==> config.mk <==
export PLATFORM = sky130hd
export DESIGN_NAME = csr_bus_router
export DESIGN_NICKNAME = d
export VERILOG_FILES = /design/src/rtl/csr_bus_router.sv
export SDC_FILE = /design/constraint.sdc
export NUM_CORES = 1
export LEC_CHECK = 0
export CORE_AREA = 2 2 129 131
export CTS_BUF_LIST = sky130_fd_sc_hd__clkbuf_4
export CTS_CLUSTER_SIZE = 12
export DETAILED_ROUTE_END_ITERATION = 16
export DIE_AREA = 0 0 131 133
export PLACE_DENSITY_LB_ADDON = 0.05
export SYNTH_ARGS = -nofsm -noshare
export SYNTH_HDL_FRONTEND = slang
export SYNTH_SLANG_ARGS = --single-unit
==> constraint.sdc <==
create_clock -name clk -period 1.94 [get_ports clk]
set_input_delay 0.291 -clock clk [delete_from_list [all_inputs] [get_ports clk]]
set_output_delay 0.291 -clock clk [all_outputs]
set_load 0.02 [all_outputs]
==> src/rtl/csr_bus_router.sv <==
// csr_bus_router
//   Registered CSR request router between the core CSR unit and NUM_TGT CSR
//   targets. A request is decoded against per-target inclusive [base, limit]
//   windows on csr_addr[11:0]. The router issues a one-cycle strobe to the hit
//   target, waits for that target's response, and returns it under a
//   valid/ready handshake. A request that hits no window gets an exception
//   response, and no target sees it. Only one transaction is outstanding at a time.
//
//   Optional feature macro: CSR_BUS_TIMEOUT_EN. When it is defined, a WAIT
//   that lasts TIMEOUT_CYC cycles ends in an exception response.
//
// Ports
//   clk, rst_n                 clock, asynchronous active-low reset
//   csr_valid / csr_ready      upstream request handshake (ready only in IDLE)
//   csr_op, csr_funct3,
//   csr_imm, rs1_val, csr_addr request fields
//   csr_rvalid / csr_rrsp      upstream response handshake
//   csr_rdata, csr_reg_rsp     response data (0 on exception) and status (1 = exception)
//   tgt_reg_en                 one-hot, one-cycle request strobe
//   tgt_addr, tgt_reg_op,
//   tgt_funct3, tgt_csr_imm,
//   tgt_rs1_val                registered request fields broadcast to all targets
//   tgt_rvalid, tgt_rdata,
//   tgt_act_rsp                per-target response valid, data and status
//   tgt_rrsp                   one-hot acknowledge of the sampled target response

module csr_bus_router #(
    parameter int unsigned              ADDR_WIDTH  = 32,
    parameter int unsigned              REG_WIDTH   = 32,
    parameter int unsigned              NUM_TGT     = 4,
    parameter logic [NUM_TGT*12-1:0]    TGT_BASE    = {NUM_TGT{12'h0}},
    parameter logic [NUM_TGT*12-1:0]    TGT_LIMIT   = {NUM_TGT{12'h0}},
    parameter int unsigned              TIMEOUT_CYC = 64
) (
    input  logic                          clk,
    input  logic                          rst_n,
    input  logic                          csr_valid,
    output logic                          csr_ready,
    input  logic [1:0]                    csr_op,
    input  logic [2:0]                    csr_funct3,
    input  logic [4:0]                    csr_imm,
    input  logic [REG_WIDTH-1:0]          rs1_val,
    input  logic [ADDR_WIDTH-1:0]         csr_addr,
    output logic                          csr_rvalid,
    input  logic                          csr_rrsp,
    output logic [REG_WIDTH-1:0]          csr_rdata,
    output logic                          csr_reg_rsp,
    output logic [NUM_TGT-1:0]            tgt_reg_en,
    output logic [ADDR_WIDTH-1:0]         tgt_addr,
    output logic [1:0]                    tgt_reg_op,
    output logic [2:0]                    tgt_funct3,
    output logic [4:0]                    tgt_csr_imm,
    output logic [REG_WIDTH-1:0]          tgt_rs1_val,
    input  logic [NUM_TGT-1:0]            tgt_rvalid,
    input  logic [NUM_TGT*REG_WIDTH-1:0]  tgt_rdata,
    input  logic [NUM_TGT-1:0]            tgt_act_rsp,
    output logic [NUM_TGT-1:0]            tgt_rrsp
);

    localparam int unsigned SEL_W = (NUM_TGT > 1) ? $clog2(NUM_TGT) : 1;

    typedef enum logic [1:0] {
        ST_IDLE,
        ST_ISSUE,
        ST_WAIT,
        ST_RESP
    } state_t;

    state_t                 state;
    state_t                 state_nxt;
    logic [SEL_W-1:0]       sel_q;
    logic [REG_WIDTH-1:0]   rdata_q;
    logic                   rsp_q;

    // ------------------------------------------------------------------
    // Address decode
    // ------------------------------------------------------------------
    logic             upper_zero;
    logic             hit;
    logic [SEL_W-1:0] hit_idx;

    generate
        if (ADDR_WIDTH > 12) begin : g_upper
            assign upper_zero = (csr_addr[ADDR_WIDTH-1:12] == '0);
        end else begin : g_no_upper
            assign upper_zero = 1'b1;
        end
    endgenerate

    // Scan in ascending order and keep the first hit, so the lowest index
    // wins when windows overlap. A window whose base is above its limit
    // cannot satisfy both compares, so it never hits.
    always_comb begin
        hit     = 1'b0;
        hit_idx = '0;
        for (int unsigned i = 0; i < NUM_TGT; i++) begin
            if (!hit && upper_zero &&
                (csr_addr[11:0] >= TGT_BASE[i*12 +: 12]) &&
                (csr_addr[11:0] <= TGT_LIMIT[i*12 +: 12])) begin
                hit     = 1'b1;
                hit_idx = SEL_W'(i);
            end
        end
    end

    // ------------------------------------------------------------------
    // Selected-target response
    // ------------------------------------------------------------------
    logic                 sel_rvalid;
    logic                 sel_act;
    logic [REG_WIDTH-1:0] sel_rdata;

    assign sel_rvalid = tgt_rvalid[sel_q];
    assign sel_act    = tgt_act_rsp[sel_q];
    assign sel_rdata  = tgt_rdata[sel_q*REG_WIDTH +: REG_WIDTH];

    // ------------------------------------------------------------------
    // Optional WAIT timeout
    // ------------------------------------------------------------------
    logic timed_out;

`ifdef CSR_BUS_TIMEOUT_EN
    localparam int unsigned CNT_W = $clog2(TIMEOUT_CYC + 1);
    logic [CNT_W-1:0] wait_cnt;

    // wait_cnt is 0 in the first WAIT cycle, so reaching TIMEOUT_CYC-1
    // marks the last allowed WAIT cycle.
    assign timed_out = (state == ST_WAIT) && (wait_cnt == CNT_W'(TIMEOUT_CYC - 1));

    always_ff @(posedge clk or negedge rst_n) begin
        if (!rst_n) begin
            wait_cnt <= '0;
        end else if (state == ST_ISSUE) begin
            wait_cnt <= '0;
        end else if (state == ST_WAIT) begin
            wait_cnt <= wait_cnt + CNT_W'(1);
        end
    end
`else
    assign timed_out = 1'b0;
`endif

    // ------------------------------------------------------------------
    // FSM
    // ------------------------------------------------------------------
    always_ff @(posedge clk or negedge rst_n) begin
        if (!rst_n) begin
            state <= ST_IDLE;
        end else begin
            state <= state_nxt;
        end
    end

    always_comb begin
        state_nxt = state;
        case (state)
            ST_IDLE: begin
                if (csr_valid) begin
                    state_nxt = hit ? ST_ISSUE : ST_RESP;
                end
            end
            ST_ISSUE: state_nxt = ST_WAIT;
            ST_WAIT: begin
                // A target response in the timeout cycle takes priority.
                if (sel_rvalid || timed_out) begin
                    state_nxt = ST_RESP;
                end
            end
            ST_RESP: begin
                if (csr_rrsp) begin
                    state_nxt = ST_IDLE;
                end
            end
            default: state_nxt = ST_IDLE;
        endcase
    end

    // ------------------------------------------------------------------
    // Request capture and response registers
    // ------------------------------------------------------------------
    always_ff @(posedge clk or negedge rst_n) begin
        if (!rst_n) begin
            sel_q       <= '0;
            tgt_addr    <= '0;
            tgt_reg_op  <= '0;
            tgt_funct3  <= '0;
            tgt_csr_imm <= '0;
            tgt_rs1_val <= '0;
            rdata_q     <= '0;
            rsp_q       <= 1'b0;
        end else begin
            case (state)
                ST_IDLE: begin
                    if (csr_valid) begin
                        sel_q       <= hit_idx;
                        tgt_addr    <= csr_addr;
                        tgt_reg_op  <= csr_op;
                        tgt_funct3  <= csr_funct3;
                        tgt_csr_imm <= csr_imm;
                        tgt_rs1_val <= rs1_val;
                        rdata_q     <= '0;
                        rsp_q       <= ~hit;
                    end
                end
                ST_WAIT: begin
                    if (sel_rvalid) begin
                        rdata_q <= sel_act ? '0 : sel_rdata;
                        rsp_q   <= sel_act;
                    end else if (timed_out) begin
                        rdata_q <= '0;
                        rsp_q   <= 1'b1;
                    end
                end
                default: ;
            endcase
        end
    end

    // ------------------------------------------------------------------
    // Outputs
    // ------------------------------------------------------------------
    assign csr_ready   = (state == ST_IDLE);
    assign csr_rvalid  = (state == ST_RESP);
    assign csr_rdata   = (state == ST_RESP) ? rdata_q : '0;
    assign csr_reg_rsp = (state == ST_RESP) ? rsp_q : 1'b0;

    always_comb begin
        tgt_reg_en = '0;
        tgt_rrsp   = '0;
        if (state == ST_ISSUE) begin
            tgt_reg_en[sel_q] = 1'b1;
        end
        if ((state == ST_WAIT) && sel_rvalid) begin
            tgt_rrsp[sel_q] = 1'b1;
        end
    end

endmodule
; ---- Word level (Yosys, flattened, before mapping)
; Cells that the tools add are included.
[totals]
regBits = 111
inputBits = 214
out_inout_bits = 117
wordCells = 72
[op_classes]
order_cmp = 4
n_eq_ne = 6
n_shift = 1
n_mux = 29
n_bitwise = 1
n_reduce_logical = 22
[op_table]
columns = operator, n
row1 = 2-to-1 mux 32 bit, 4
row2 = indexed part select 128 x 8 -> 32 bit, 1
row3 = one-hot mux 32 bit (2 select lines), 1
row4 = logical NOT 20 bit, 1
row5 = logical AND 1 bit, 13
row6 = "greater-or-equal comparator 12 x 1 -> 1 bit, second input constant", 1
row7 = "<= comparator 12 x 1 -> 1 bit, second input constant", 1
row8 = 2-to-1 mux 2 bit, 6
row9 = 2-to-1 mux 1 bit, 11
row10 = 2-to-1 mux 4 bit, 2
row11 = one-hot mux 2 bit (4 select lines), 1
row12 = AND reduction 3 bit, 2
row13 = binary-select mux 1 bit (select 2 bit), 2
row14 = "== test 2 bit, second input constant", 2
row15 = "!= test 2 bit, second input constant", 2
row16 = logical NOT 1 bit, 3
row17 = "less-than comparator 2 x 3 -> 1 bit, second input constant", 1
row18 = demux 1 bit (select 2 bit), 1
row19 = "== test 2 x 1 -> 1 bit, second input constant", 1
row20 = "greater-or-equal comparator 2 x 1 -> 1 bit, second input constant", 1
row21 = logical NOT 2 bit, 1
row22 = "!= test 2 x 1 -> 1 bit, second input constant", 1
row23 = one-hot mux 1 bit (2 select lines), 1
row24 = AND reduction 2 bit, 1
row25 = other kinds (2), 2

; ---- Logic depth before layout (Yosys ltp)
; Gate-level depths: netlist of run 1.
[logic_depth]
ltp_word = 22
mapped_depth = 8
depth_no_buf = 7

; ---- Worst setup path after synthesis of run 1
; OpenSTA, ideal clock, no wires.
[synth_path]
kind = register to register
from = reg state[0]
to = reg tgt_addr[18]
arrival_time_ns = 1.735
t_required_ns = 1.815
setup_slack_ns = 0.080
path_stages_with_launch = 7
period_less_slack_ns = 1.860
path_cell_list = dfrtp_1 -> inv_1 -> ha_1 -> and2_1 -> buf_2 -> buf_2 -> mux2_2
[synth_via]
elab_chain_cells = 2
[synth_rtl]
columns = element, line
row1 = "start, declared", 69  ; state_t state;
row2 = "start signal, assigned", 150  ; state <= state_nxt;
row3 = logical NOT 2 bit, -
row4 = net csr_ready, 38  ; output logic csr_ready,
row5 = AND reduction 2 bit (no source line), -
row6 = "end signal, assigned", 196  ; tgt_addr <= csr_addr;
row7 = "end, declared", 49  ; output logic [ADDR_WIDTH-1:0] tgt_addr,
; The timed path passes the listed nets, and every way through them passes these cells.
; A chain may end at the register's enable or synchronous reset.

; ---- Final worst setup path of run 1
[layout_path]
from = reg state[0]
to = out csr_rdata[15]
[layout_via]
elab_chain_cells = 2
[layout_rtl]
columns = element, line
row1 = == test 2 bit, 224  ; assign csr_rdata = (state == ST_RESP) ? rdata_q : '0;
row2 = 2-to-1 mux 32 bit, 224
row3 = "end, declared", 46  ; output logic [REG_WIDTH-1:0] csr_rdata,
; Every way passes these cells.

==> metrics.md, run 1 <==
| Metric | Value |
|---|---|
| Outcome | `finished, violations left` |
| Failing checks | `negative setup slack` |
| Final period utilization | `100%` |
| Top post-synthesis cells by count | `dfrtp_1, mux2_2, nand2_1, and2_1, inv_1` |
| Fin. Hold Viols | `0` |
| Core area | `16200 µm²` |
| Final antenna-violating net count | `0` |
| Yosys top cell area share | `50.9%` |
| Met3 wire length | `1640 µm` |
| PnR Total Power | `12.1 mW` |
| Yosys warning count | `0` |
| Tmin final | `1.95 ns` |
| Count leader, synth | `dfrtp_1` |
| Largest net degree at the start of global routing | `51` |
| Worst Max-Slew Pin Slew | `0.437 ns` |
| Post-synthesis cell type count | `27` |
| First-pass GRT wire length | `26900 µm` |
| Max Root-Sink Buffers | `2` |
| Setup violators final | `13` |
| Mean Syn Cell Area | `12.8 µm²` |
| CTS H-tree depth | `3` |
| 1st-pass router iterations | `4` |
| Syn_nets | `646` |
| Worst Path Arrival | `1.66 ns` |
| Final TNS setup | `-0.0513 ns` |
| Synth area leader | `dfrtp_1` |
| Die height | `133 µm` |
| Mapped Cells | `428` |
| Clock tree sinks | `111` |
| Die X | `131 µm` |
| MaxCap Viol Count | `0` |
| Drc violations | `0` |
| Port bufs | `330` |
| WL final | `17800 µm` |
| Max Slew Vio Count | `0` |
| Placed Cells incl. Taps | `971` |
| Starting Density | `33.8%` |
| Fin nets | `988` |
| Critical Path Start Type | `register` |
| Num ports | `331` |
| Layout Cells excl Fill | `996` |
| Routed vias/inst | `4.71` |
| Max layer used | `met4` |
| WL per Instance | `17.9 µm` |
| HPWL Detailed | `13900 µm` |
| Iter 0 DRT Violations | `160` |
| Post-Syn Area | `5460 µm²` |
| CTS tree | `yes` |
| WHS | `0.298 ns` |
| Routability Congestion | `0.768` |
| Leakage dissipation | `4.00 nW` |
| Die area | `17400 µm²` |
| Crit path kind | `reg -> out` |
| Seq/Total Area, Yosys | `50.9%` |
| Achievable frequency | `0.513 GHz` |
| Req. time, crit path | `1.65 ns` |
| Total track usage | `20.4%` |
| M1 wire length | `6450 µm` |
| Rows | `47` |
| Worst skew pair latency | `0.47 ns` |
| Worst VDD drop | `0.756 mV` |
| Layout area overhead | `74.5%` |
| Synth area leaders | `dfrtp_1, mux2_2, mux4_2, and2_1, nand2_1` |
| Critical-path maximum fanout | `8` |
| Fraction of layout cells with a size suffix above 1 | `29.4%` |
| Unrepaired setup endpoints after global routing | `true` |
| CP Capture Type | `output pin` |
| Vias post-DR | `4691` |
| Worst Hold Class | `in -> async` |
| Worst-path clk slew | `0.18 ns` |
| #FFs+latches synth | `111` |
| Initial antenna violation count | `1` |
| CTS buffer count | `9` |
| EDFF count, synth | `0` |
| Worst reg2reg path depth | `9` |
| Post-Route Skew | `0.0274 ns` |
| Post-synthesis async set-or-reset flop share | `100%` |
| Layout fillers | `1369` |
| Root buf cell | `clkbuf_4` |
| Vias in the first global route | `5155` |
| PnR worst setup slack | `-0.00898 ns` |
| Power density of the placed cells | `1270 nW/µm²` |
| Rel. slew slack | `70.8%` |
| Synth Flop Type | `dfrtp_1` |
| Met2 Routed Length | `9240 µm` |
| Overflow after GRT | `0` |
==> kinds of logic (layout without fill, tap and decap cells) <==
logic type / after synthesis / count (layout) / share of synthesized area (%)
flops: 111 / 111 / 50.9
mux: 109 / 109 / 29.3
simple gates: 106 / 106 / 10.2
buf+inv: 60 / 407 / 4.86
compound gates: 38 / 38 / 3.90
fa+ha+maj: 4 / 4 / 0.917
other cells: 0 / 1 / 0
==> final cells by class <==
cell class              instances  area, µm²  share of cell area (%)
diodes                          1       2.50                  0.0263
clock buffers                   9       67.6                   0.709
clock inverters                 7       96.3                    1.01
inverters                      34        128                    1.34
multi-input cells             257       2540                    26.6
flip-flops and latches        111       2780                    29.2
well taps                     220        275                    2.89
repair buffers                357       3640                    38.2
==> critical path, cell delays in order, from the launching register on <==
cell and delay [ns]:
dfrtp_2 0.48, ha_4 0.19, buf_12 0.14, buf_16 0.14
and2_4 0.13, buf_6 0.12
==> sequential cells by signal (all words and copies together) (netlist names) <==
register / cells
tgt_csr_imm: 5
state: 2
tgt_addr: 32
rsp_q: 1
sel_q: 2
tgt_reg_op: 2
tgt_funct3: 3
tgt_rs1_val: 32
rdata_q: 32
==> per-stage QoR <==
step / instance area [µm²] / worst slack (ns) / util, %
4_1_cts: 9450 / -0.0743 / 58.5
2_1_floorplan: 5460 / 0.0800 / -
3_5_place_dp: 9170 / -0.195 / 56.7
3_3_place_gp: 9170 / -0.213 / 56.7
6_report: 9530 / -0.00898 / 58.9
5_1_grt: 9530 / -0.0912 / 58.9
==> path summary, 6_finish.rpt <==
| path | start | end | slack, ns |
|---|---|---|---|
| min | rst_n | tgt_rs1_val[3] | 0.30 |
| min in group clk | rs1_val[4] | tgt_rs1_val[4] | 0.41 |
| max reg2reg | state[1] | rdata_q[18] | 0.13 |
| max in group asynchronous | rst_n | rdata_q[5] | 1.00 |
| max | state[0] | csr_rdata[15] | -0.009 |
| min reg2reg | rdata_q[5] | rdata_q[5] | 0.50 |
==> what timing repair did <==
action / CTS / global route
setup endpoints to repair: 43 / 97
gates resized for setup: 241 / 20
pin swaps: 4 / 1
cloned: 3 / 0
hold endpoints to repair: 26 / 0
setup buffers: 3 / 1
hold buffers: 1 / 0
==> power breakdown <==
group	internal (mW)	switching [mW]	total (mW)	leakage, nW
registers	3.44	0.591	4.03	1.35
clock network	0.528	0.773	1.30	0.0855
logic	3.67	3.05	6.72	2.57
==> cells in the final DEF, fill, tap and decap left out, types with 11 or more instances in the layout <==
cell type	count
clkdlybuf4s50_1	286
dfrtp_1	107
mux2_2	76
nand2_1	43
inv_1	33
mux4_2	33
o21ai_1	30
buf_6	22
and2_1	20
buf_4	18
and2_4	16
buf_2	16
buf_12	11
==> per-layer routing <==
metal	global-route usage, %	vias up
met5	0	-
met4	7.86	0
met3	6.39	30
met2	36.9	195
met1	21.8	2286
li1	-	2180
(Power assumes the default switching activity.)
==> inputs of run 2 (changes only) <==
- SLEW_MARGIN: default -> 10
==> results of run 2 <==
No change in the layout: final DEF, timing and power equal those of run 1.
